$ cat src/rtl/dmem_ctrl_pkg.sv
`default_nettype none
// ============================================================================
//  Module      : dmem_ctrl_pkg
//  Description : Shared types and helpers for the data-memory split
//                controller: access-size encoding, controller FSM states,
//                and the per-size byte count / byte-lane mask helpers.
//  Revision    : 1.0  initial release
// ============================================================================
package dmem_ctrl_pkg;

    localparam int BYTES_PER_WORD = 4;

    typedef enum logic [1:0] {
        SIZE_BYTE    = 2'b00,
        SIZE_HALF    = 2'b01,
        SIZE_WORD    = 2'b10,
        SIZE_ILLEGAL = 2'b11
    } size_e;

    typedef enum logic [1:0] {
        ST_IDLE = 2'b00,
        ST_ACC0 = 2'b01,
        ST_ACC1 = 2'b10,
        ST_RESP = 2'b11
    } state_e;

    // Number of bytes touched by an access; 0 for the illegal encoding.
    function automatic logic [2:0] size_bytes(input size_e size);
        case (size)
            SIZE_BYTE: size_bytes = 3'd1;
            SIZE_HALF: size_bytes = 3'd2;
            SIZE_WORD: size_bytes = 3'd4;
            default:   size_bytes = 3'd0;
        endcase
    endfunction

    // LSB-aligned byte-lane mask for an access of the given size.
    function automatic logic [3:0] size_mask(input size_e size);
        case (size)
            SIZE_BYTE: size_mask = 4'b0001;
            SIZE_HALF: size_mask = 4'b0011;
            SIZE_WORD: size_mask = 4'b1111;
            default:   size_mask = 4'b0000;
        endcase
    endfunction

endpackage
`default_nettype wire

$ cat src/rtl/dmem_lane_align.sv
`default_nettype none
// ============================================================================
//  Module      : dmem_lane_align
//  Description : Combinational byte-lane steering for the split controller.
//                Write side: shifts LSB-aligned store data and the size mask
//                up by the byte offset into a two-word window {hi, lo}.
//                Read side: shifts the captured two-word window down by the
//                byte offset, keeps the bytes of the access size and
//                sign/zero-extends the result.
//  Ports       : i_offset   byte offset within the first word
//                i_size     access size encoding
//                i_sign_ext 1 = sign extend reads, 0 = zero extend
//                i_wr_data  LSB-aligned store data
//                i_rd_lo    word read at the first word address
//                i_rd_hi    word read at the following word address
//                o_wr_lo/o_wr_hi  store data for first / second word
//                o_en_lo/o_en_hi  byte enables for first / second word
//                o_rd_data  LSB-aligned, extended load result
//  Revision    : 1.0  initial release
// ============================================================================
module dmem_lane_align
    import dmem_ctrl_pkg::*;
(
    input  logic [1:0]  i_offset,
    input  size_e       i_size,
    input  logic        i_sign_ext,
    input  logic [31:0] i_wr_data,
    input  logic [31:0] i_rd_lo,
    input  logic [31:0] i_rd_hi,
    output logic [31:0] o_wr_lo,
    output logic [31:0] o_wr_hi,
    output logic [3:0]  o_en_lo,
    output logic [3:0]  o_en_hi,
    output logic [31:0] o_rd_data
);

    logic [4:0]  w_shift;
    logic [5:0]  w_shift_hi;
    logic [63:0] w_wr_wide;
    logic [7:0]  w_en_wide;
    logic [31:0] w_rd_sel;

    always_comb begin
        w_shift    = {i_offset, 3'b000};
        w_wr_wide  = {32'h0, i_wr_data} << w_shift;
        w_en_wide  = {4'h0, size_mask(i_size)} << i_offset;

        // Low 32 bits of ({hi,lo} >> shift). A shift of 32 yields zero, so
        // offset 0 takes nothing from the high word.
        w_shift_hi = 6'd32 - {1'b0, w_shift};
        w_rd_sel   = (i_rd_lo >> w_shift) | (i_rd_hi << w_shift_hi);

        case (i_size)
            SIZE_BYTE: o_rd_data = {{24{i_sign_ext & w_rd_sel[7]}},  w_rd_sel[7:0]};
            SIZE_HALF: o_rd_data = {{16{i_sign_ext & w_rd_sel[15]}}, w_rd_sel[15:0]};
            SIZE_WORD: o_rd_data = w_rd_sel;
            default:   o_rd_data = 32'h0;
        endcase
    end

    assign o_wr_lo = w_wr_wide[31:0];
    assign o_wr_hi = w_wr_wide[63:32];
    assign o_en_lo = w_en_wide[3:0];
    assign o_en_hi = w_en_wide[7:4];

endmodule
`default_nettype wire

$ cat src/rtl/dmem_split_ctrl.sv
`default_nettype none
// ============================================================================
//  Module      : dmem_split_ctrl
//  Description : Data-memory access controller. Accepts one byte/halfword/
//                word request at a time, drives a word-aligned memory with
//                combinational read data, and returns an LSB-aligned,
//                extended response. Accesses that cross a word boundary are
//                split into two memory cycles when DMEM_SPLIT_MISALIGN_EN is
//                defined; otherwise they complete with an error and no
//                memory access. Illegal sizes always complete with an error.
//  Build macro : DMEM_SPLIT_MISALIGN_EN (undefined = crossing accesses error)
//  Ports       : clk, rst (synchronous, active high)
//                req_*  request channel (valid/ready, adrs, wr, size,
//                       sign_ext, wr_data)
//                rsp_*  response channel (valid/ready, rd_data, err)
//                mem_*  word-aligned memory port (adrs, rden, wren, byt_en,
//                       wr_data, rd_data)
//  Revision    : 1.0  initial release
// ============================================================================
module dmem_split_ctrl
    import dmem_ctrl_pkg::*;
#(
    parameter int WORD_WIDTH = 32,
    parameter int ADRS_WIDTH = 32
) (
    input  logic                  clk,
    input  logic                  rst,
    input  logic                  req_valid,
    output logic                  req_ready,
    input  logic [ADRS_WIDTH-1:0] req_adrs,
    input  logic                  req_wr,
    input  logic [1:0]            req_size,
    input  logic                  req_sign_ext,
    input  logic [WORD_WIDTH-1:0] req_wr_data,
    output logic                  rsp_valid,
    input  logic                  rsp_ready,
    output logic [WORD_WIDTH-1:0] rsp_rd_data,
    output logic                  rsp_err,
    output logic [ADRS_WIDTH-1:0] mem_adrs,
    output logic                  mem_rden,
    output logic                  mem_wren,
    output logic [3:0]            mem_byt_en,
    output logic [WORD_WIDTH-1:0] mem_wr_data,
    input  logic [WORD_WIDTH-1:0] mem_rd_data
);

    state_e                r_state;
    state_e                w_state_nxt;
    logic [ADRS_WIDTH-1:0] r_adrs;
    logic                  r_wr;
    size_e                 r_size;
    logic                  r_sign_ext;
    logic [WORD_WIDTH-1:0] r_wr_data;
    logic                  r_err;
    logic [WORD_WIDTH-1:0] r_lo_q;
    logic [WORD_WIDTH-1:0] r_hi_q;
`ifdef DMEM_SPLIT_MISALIGN_EN
    logic                  r_cross;
`endif

    logic                  w_accept;
    logic                  w_req_illegal;
    logic                  w_req_cross;
    logic                  w_req_err;
    logic                  w_acc0;
    logic                  w_acc1;
    logic [ADRS_WIDTH-3:0] w_word;
    logic [WORD_WIDTH-1:0] w_wr_lo;
    logic [WORD_WIDTH-1:0] w_wr_hi;
    logic [3:0]            w_en_lo;
    logic [3:0]            w_en_hi;
    logic [WORD_WIDTH-1:0] w_rd_ext;

    // ------------------------------------------------------------------
    // Request classification (evaluated on the offered request)
    // ------------------------------------------------------------------
    assign w_accept      = req_valid && (r_state == ST_IDLE);
    assign w_req_illegal = (req_size == SIZE_ILLEGAL);
    assign w_req_cross   = ({1'b0, req_adrs[1:0]} + size_bytes(size_e'(req_size)))
                           > 3'(BYTES_PER_WORD);
`ifdef DMEM_SPLIT_MISALIGN_EN
    assign w_req_err     = w_req_illegal;
`else
    assign w_req_err     = w_req_illegal || w_req_cross;
`endif

    // ------------------------------------------------------------------
    // State and request registers
    // ------------------------------------------------------------------
    always_ff @(posedge clk) begin
        if (rst) begin
            r_state    <= ST_IDLE;
            r_adrs     <= '0;
            r_wr       <= 1'b0;
            r_size     <= SIZE_BYTE;
            r_sign_ext <= 1'b0;
            r_wr_data  <= '0;
            r_err      <= 1'b0;
            r_lo_q     <= '0;
            r_hi_q     <= '0;
`ifdef DMEM_SPLIT_MISALIGN_EN
            r_cross    <= 1'b0;
`endif
        end else begin
            r_state <= w_state_nxt;
            if (w_accept) begin
                r_adrs     <= req_adrs;
                r_wr       <= req_wr;
                r_size     <= size_e'(req_size);
                r_sign_ext <= req_sign_ext;
                r_wr_data  <= req_wr_data;
                r_err      <= w_req_err;
`ifdef DMEM_SPLIT_MISALIGN_EN
                r_cross    <= w_req_cross;
`endif
            end
            if (r_state == ST_ACC0) r_lo_q <= mem_rd_data;
            if (r_state == ST_ACC1) r_hi_q <= mem_rd_data;
        end
    end

    // ------------------------------------------------------------------
    // Next-state logic
    // ------------------------------------------------------------------
    always_comb begin
        w_state_nxt = r_state;
        case (r_state)
            ST_IDLE: begin
                if (req_valid) w_state_nxt = w_req_err ? ST_RESP : ST_ACC0;
            end
            ST_ACC0: begin
`ifdef DMEM_SPLIT_MISALIGN_EN
                w_state_nxt = r_cross ? ST_ACC1 : ST_RESP;
`else
                w_state_nxt = ST_RESP;
`endif
            end
            ST_ACC1: w_state_nxt = ST_RESP;
            ST_RESP: begin
                if (rsp_ready) w_state_nxt = ST_IDLE;
            end
            default: w_state_nxt = ST_IDLE;
        endcase
    end

    // ------------------------------------------------------------------
    // Lane steering
    // ------------------------------------------------------------------
    dmem_lane_align u_lane_align (
        .i_offset   (r_adrs[1:0]),
        .i_size     (r_size),
        .i_sign_ext (r_sign_ext),
        .i_wr_data  (r_wr_data),
        .i_rd_lo    (r_lo_q),
        .i_rd_hi    (r_hi_q),
        .o_wr_lo    (w_wr_lo),
        .o_wr_hi    (w_wr_hi),
        .o_en_lo    (w_en_lo),
        .o_en_hi    (w_en_hi),
        .o_rd_data  (w_rd_ext)
    );

    // ------------------------------------------------------------------
    // Outputs. Everything is qualified with !rst so that an access in
    // flight is squashed in the very cycle reset is raised: a split write
    // interrupted after its first word keeps that word, and the second
    // word is never issued.
    // ------------------------------------------------------------------
    assign w_acc0 = !rst && (r_state == ST_ACC0);
    assign w_acc1 = !rst && (r_state == ST_ACC1);

    // The second word address wraps modulo the word-address space.
    assign w_word = r_adrs[ADRS_WIDTH-1:2] + {{(ADRS_WIDTH-3){1'b0}}, (r_state == ST_ACC1)};

    always_comb begin
        req_ready   = !rst && (r_state == ST_IDLE);
        mem_adrs    = {w_word, 2'b00};
        mem_rden    = (w_acc0 || w_acc1) && !r_wr;
        mem_wren    = (w_acc0 || w_acc1) &&  r_wr;
        mem_byt_en  = 4'b0000;
        if (w_acc0) mem_byt_en = w_en_lo;
        if (w_acc1) mem_byt_en = w_en_hi;
        mem_wr_data = (r_state == ST_ACC1) ? w_wr_hi : w_wr_lo;

        // Response fields derive only from registers, so they stay stable
        // for as long as the response is held off by rsp_ready.
        rsp_valid   = !rst && (r_state == ST_RESP);
        rsp_err     = rsp_valid && r_err;
        rsp_rd_data = (rsp_valid && !r_wr && !r_err) ? w_rd_ext : '0;
    end

endmodule
`default_nettype wire
$ cat config.mk
export PLATFORM = sky130hd
export DESIGN_NAME = dmem_split_ctrl
export DESIGN_NICKNAME = d
export VERILOG_FILES = /design/src/rtl/dmem_ctrl_pkg.sv /design/src/rtl/dmem_lane_align.sv /design/src/rtl/dmem_split_ctrl.sv
export SDC_FILE = /design/constraint.sdc
export NUM_CORES = 1
export LEC_CHECK = 0
export CAP_MARGIN = 10
export CORE_MARGIN = 2
export CORE_UTILIZATION = 45
export DETAILED_ROUTE_END_ITERATION = 7
export PLACE_DENSITY = 0.74
export RECOVER_POWER = 50
export SLEW_MARGIN = 0
export SYNTH_ARGS = -nofsm -noshare
export SYNTH_HDL_FRONTEND = slang
export SYNTH_SLANG_ARGS = --single-unit
$ cat constraint.sdc
create_clock -name clk -period 3 [get_ports clk]
set_input_delay 0.6 -clock clk [delete_from_list [all_inputs] [get_ports clk]]
set_output_delay 0.6 -clock clk [all_outputs]
set_load 0.1 [all_outputs]
# == Yosys cells after proc, flatten, opt, wreduce, memory -nomap -nowiden ==
# Index checks and enable logic that the tools add are counted.
# word_totals
reg_bits,135
latch_bits,0
mem_bits_rw,0
romBits,0
input_bits,104
out_inout_bits,105
word_cells,61
n_memories,0
# classes
add_sub_neg,3
n_mul,0
div,0
magnitude_cmp,1
n_eq_ne,10
shifts,4
n_mux,11
bitwise_logic,3
reduce_logical,20
# op_table
cell,n
$pmux W32 S3,1
$mux W32,2
$shl A32 B5 Y64,1
$or A32 B32 Y32,1
$shl A32 B6 Y32,1
$shr A32 B5 Y32,1
$add A30 B1 Y30,1
$pmux W4 S3,1
$eq A2 B2 Y1 const B,5
$logic_and A1 B1 Y1,10
$pmux W3 S3,1
$mux W4,2
$shl A4 B2 Y8,1
$eq A2 B1 Y1 const B,3
$logic_not A2 Y1,3
$mux W2,3
$pmux W2 S3,1
$sub A6 B5 Y6 const A,1
$ne A2 B2 Y1 const B,2
$add A2 B3 Y3,1
$gt A3 B3 Y1 const B,1
$logic_not A1 Y1,3
$and A1 B1 Y1,2
$logic_or A1 B1 Y1,2
other kinds (2),2

# == Longest topological paths before layout ==
# logic_depth
ltp_word,8
depth_mapped,12
depth_no_buf,8

# == By module ==
# A second synthesis with hierarchy kept.
# hier_totals
hier_cells,1089
area_unflattened_um2,8572.0
# by_module_without_submodules
mod,n_inst,cells_each,area_per_inst_um2,seq_area_each_um2
dmem_split_ctrl,1,710,6138.4,2702.6
dmem_lane_align,1,379,2433.6,0.0

# == Least setup slack after synthesis ==
# No wires, ideal clock.
# synth_timing
path_kind,input port to output port
from,in rst
to,out rsp_rd_data[0]
arrival_ns,5.013
required_ns,2.400
path_slack_ns,-2.613
path_stages,4
path_buffers,1
path_cell_list,clkbuf_1 -> nor2_1 -> nand3_1 -> a311oi_1
# synth_via
elab_chain_cells,5
# synth_lines
element,line,source
from (decl),dmem_split_ctrl.sv:27,"input logic rst,"
$logic_not A1 Y1,dmem_split_ctrl.sv:187,rsp_valid = !rst && (r_state == ST_RESP);
$logic_and A1 B1 Y1,dmem_split_ctrl.sv:187,
named net rsp_valid,dmem_split_ctrl.sv:35,"output logic rsp_valid,"
$logic_and A1 B1 Y1 (2 in series),dmem_split_ctrl.sv:189,rsp_rd_data = (rsp_valid && !r_wr && !r_err) ? w_rd_ext : '0;
$mux W32,dmem_split_ctrl.sv:189,
to (decl),dmem_split_ctrl.sv:37,"output logic [WORD_WIDTH-1:0] rsp_rd_data,"
# The timed path passes the listed nets, and every way through them passes these cells.

# == Worst setup path after layout ==
# layout_timing
from,reg r_adrs[0]
to,out rsp_rd_data[26]
# layout_via
elab_chain_cells,6
word_cells_on_any_way,8
classes_between,1 x add/sub; 2 x shift; 2 x mux; 3 x bitwise
# layout_lines
element,line,source
from (decl),dmem_split_ctrl.sv:49,logic [ADRS_WIDTH-1:0] r_adrs;
from (signal assigned),dmem_split_ctrl.sv:107,r_adrs <= req_adrs;
$sub A6 B5 Y6,dmem_lane_align.sv:50,"w_shift_hi = 6'd32 - {1'b0, w_shift};"
$shl A32 B6 Y32,dmem_lane_align.sv:51,w_rd_sel = (i_rd_lo >> w_shift) | (i_rd_hi << w_shift_hi);
$or A32 B32 Y32 (*),dmem_lane_align.sv:51,
"$and A1 B1 Y1, on equally long branches","dmem_lane_align.sv:55, dmem_lane_align.sv:54",
$pmux W32 S3 (*),dmem_lane_align.sv:53,case (i_size)
$mux W32 (*),dmem_split_ctrl.sv:189,
# Every way passes the cells marked *; elsewhere a longest branch is shown, timed or not.

==> results.py <==
metrics = {
    "route": {
        "vias": 8357,
        "ant_nets": 0,
        "vias_per_cell": 5.81,
        "drc": 0,
        "wirelength_um": 29000,
        "drt-initial-drc-count": 738,
        "drt-wirelength-per-cell_um": 20.2,
        "drt-pass1-iter-count": 5,
    },
    "setup_path": {
        "cpMaxStageDelayCell": "dfxtp_4",
        "cp-start-kind": "flop",
        "worstPathRequired_ps": 2400,
        "critPathArrivalTime_ps": 2540,
        "crit_fanout": 7,
        "critical_path_buf_inv_count": 3,
        "cp_cell_sequence": "clkinvlp_4 -> ha_4 -> buf_12 -> mux2i_2 -> o32ai_2 -> o21ai_2 -> a31oi_4 -> buf_12",
        "cp_common_cell": "buf_12",
        "critPathKind": "reg -> out",
        "critical_path.max_stage_delay_ps": 390,
        "cp.depth": 8,
        "worst_r2r_path_depth": 8,
        "critPathTopFamily": "compound AO/OA/AOI/OAI gates",
        "cp-end-kind": "primary output",
    },
    "yosys": {
        "synth-seq-cells": 135,
        "synth_edf_count": 0,
        "synth_top_area_share": 0.340,
        "ys_seq_area_frac": 0.340,
        "synth.avg_cell_area_um2": 7.94,
        "netlist_instances": 1000,
        "syn_area_um2": 7940,
        "ys_types": 59,
        "synth_area_leader_cell": "dfxtp_1",
        "async_reset_ff_frac": 0,
        "yosys-top-cells-area": "dfxtp_1, mux2i_1, nand2_1",
        "ys.flop_type": "dfxtp_1",
        "yosysWarnings": 0,
    },
    "cells_and_area": {
        "drive_gt1_frac": 0.293,
        "final_cell_mix": "nand2_1, dfxtp_1, buf_12, mux2i_1, clkdlybuf4s50_1",
        "final_cells": 1439,
        "layout_commonest_cell": "nand2_1",
        "n_fill_cell": 1061,
        "area_delta_synth_final_pct": 68.9,
        "nNetsFinal": 1316,
    },
    "timing": {
        "tns_ps": -1360,
        "hold_violations": 0,
        "fin_crit_ps": 3140,
        "min_period_over_period": 1.05,
        "slew_headroom": 0.0254,
        "rsz0062_at_grt": "true",
        "fin_ws_ps": -140,
        "drv_slew": 0,
        "worst_slew_pin_slew_ps": 1460,
        "fmax_mhz": 318,
        "finClkSkew_ps": 4.83,
        "finalSetupViolations": 23,
    },
    "place": {
        "dp_cells": 1379,
        "gp_routability_congestion": 0.870,
        "dp_hpwl_um": 18800,
        "io_buffers": 206,
    },
    "global_routing": {
        "grt_pass1_wl_um": 43900,
        "grt.busiest_layer": "met2",
        "grt_util_met2": 0.487,
        "antenna_found_initial": 2,
        "met3_usage": 0.0481,
        "grt_util_all_layers": 0.302,
        "overflow": 0,
        "gr-usage-met1": 0.419,
        "grt_pass1_vias": 7850,
        "grt_max_degree": 90,
    },
    "floorplan": {
        "start_util": 0.459,
        "rows": 48,
        "pin_count": 209,
        "die_h_um": 137,
        "die_w_um": 137,
        "die_area_um2": 18700,
        "core_um2": 17300,
    },
    "power": {
        "p_sw_frac": 0.400,
        "p_int_uw": 4670,
        "p_total_uw": 7780,
        "power_leakage_uw": 0.00473,
        "power_switching_uw": 3110,
        "comb_power_share": 0.429,
        "power.density_nw_per_um2": 580,
        "power_frac_seq": 0.290,
        "ir_worst_vdd_uv": 494,
        "pwr-share-clk": 0.281,
    },
    "clock_network": {
        "cts_max_path_buffers": 2,
        "numCtsBuffers": 17,
        "path_clk_slew_ps": 60,
        "tritoncts": "yes",
        "cts_sinks": 135,
        "cts.htree.levels": 4,
        "clock_latency_ps": 430,
        "root_buffer": "clkbuf_16",
    },
    "run_status": {
        "status": "finished with violations",
        "violations": "negative setup slack",
    },
    "hold_path": {
        "min_path_cells": 2,
        "worst_hold_path_type": "reg -> reg",
    },
    "job": {
        "drv_cap": 0,
    },
}
==> cell type report <==
type | count | area (um2) | area share
repair buffers | 262 | 3740 | 0.279
clock buffers | 22 | 474 | 0.0354
flip-flops and latches | 135 | 2710 | 0.202
clock inverters | 10 | 144 | 0.0107
well taps | 225 | 282 | 0.0210
diodes | 2 | 5.00 | 0.000373
inverters | 19 | 75.1 | 0.00560
multi-input cells | 764 | 5980 | 0.446
==> per-stage QoR <==
| stage | setup WS (ps) | hold slack, ps | instance area, um2 | util |
|---|---|---|---|---|
| after global placement | 70.5 | 452 | 12100 | 0.701 |
| after global routing | -155 | 487 | 13400 | 0.775 |
| after CTS | -40.8 | 475 | 13200 | 0.761 |
| after floorplan | -857 | 441 | 8960 | - |
| after detailed placement | -56.0 | 458 | 12100 | 0.701 |
| final | -140 | 477 | 13400 | 0.775 |
==> routing by layer <==
layer | vias up | part of all wire
met5 | - | 0
met4 | 0 | 0.023
met3 | 57 | 0.068
met2 | 391 | 0.48
met1 | 4028 | 0.43
li1 | 3881 | -
==> flip-flops by register name, indices dropped and copies added (netlist names) <==
signal,count
r_wr_data,32
r_err,1
r_lo_q,32
r_hi_q,32
r_sign_ext,1
r_state,2
r_size,2
r_wr,1
r_adrs,32
==> cell families (layout without fill, tap and decap cells) <==
group	count (synthesis)	count (layout)	share of synthesized area
AO/OA/AOI/OAI	229	229	0.177
XOR/XNOR	28	28	0.0309
adder cells (fa/ha/maj)	13	13	0.0214
buffers and inverters	102	313	0.0668
flip-flops	135	135	0.340
multiplexers	121	121	0.154
other	1	4	0.000472
AND/OR/NAND/NOR	371	371	0.209
==> power by group through the flow <==
stage	clock, uW	combinational, uW	sequential [uW]
detailed placement	0	3120	2260
global route	2270	3490	2280
global placement	0	3080	2250
floorplan	0	2160	2190
CTS	2200	3240	2240
finish	2190	3340	2260
==> Yosys cell counts (2+ instances only) <==
cell type    n
a21o_1       2
buf_8        2
xnor2_1     23
inv_1       18
nor4_1       2
a211oi_1    17
a211o_1      8
nor2b_1      2
nand2_1    181
clkbuf_1    34
a22o_1       8
buf_1        8
nor2_1     104
buf_4        8
nand2b_1    12
nand4_1     10
a311oi_1     7
buf_2       22
mux2i_1    113
a31oi_1     17
o21ai_0     28
and2_1      10
a22oi_1      8
a21oi_1    106
nor3_1       4
o22ai_1     17
dfxtp_1    135
xor2_1       5
and3_1       4
nand3b_1     8
ha_1        12
nand3_1     15
mux2_2       7
o32ai_1      7
and4_1       4
buf_6        9
==> what timing repair did <==
action                                  4_1_cts  5_1_grt
buffers inserted                             12       10
pin swaps                                    27       31
hold endpoints to repair                      0        0
resized for setup                            63       22
hold buffers                                  0        0
endpoints found under the setup margin       49       46
gates cloned                                  2        3
==> worst reg2reg max path, stage by stage (launching register included) <==
cell	delay, ps
dfxtp_1	310
inv_1	110
clkbuf_4	150
clkbuf_4	120
ha_1	250
and2_0	1140
buf_4	410
nand2_1	100
a21oi_1	150
==> worst paths after layout <==
check,startpoint,to,slack (ps)
worst min register to register,r_wr_data[13],r_wr_data[13],480
worst min-delay path,r_wr_data[13],r_wr_data[13],480
worst max-delay path,r_adrs[0],rsp_rd_data[26],-140
worst max register to register,r_state[0],r_sign_ext,180
No activity file was read; power rests on OpenSTA's default activity.
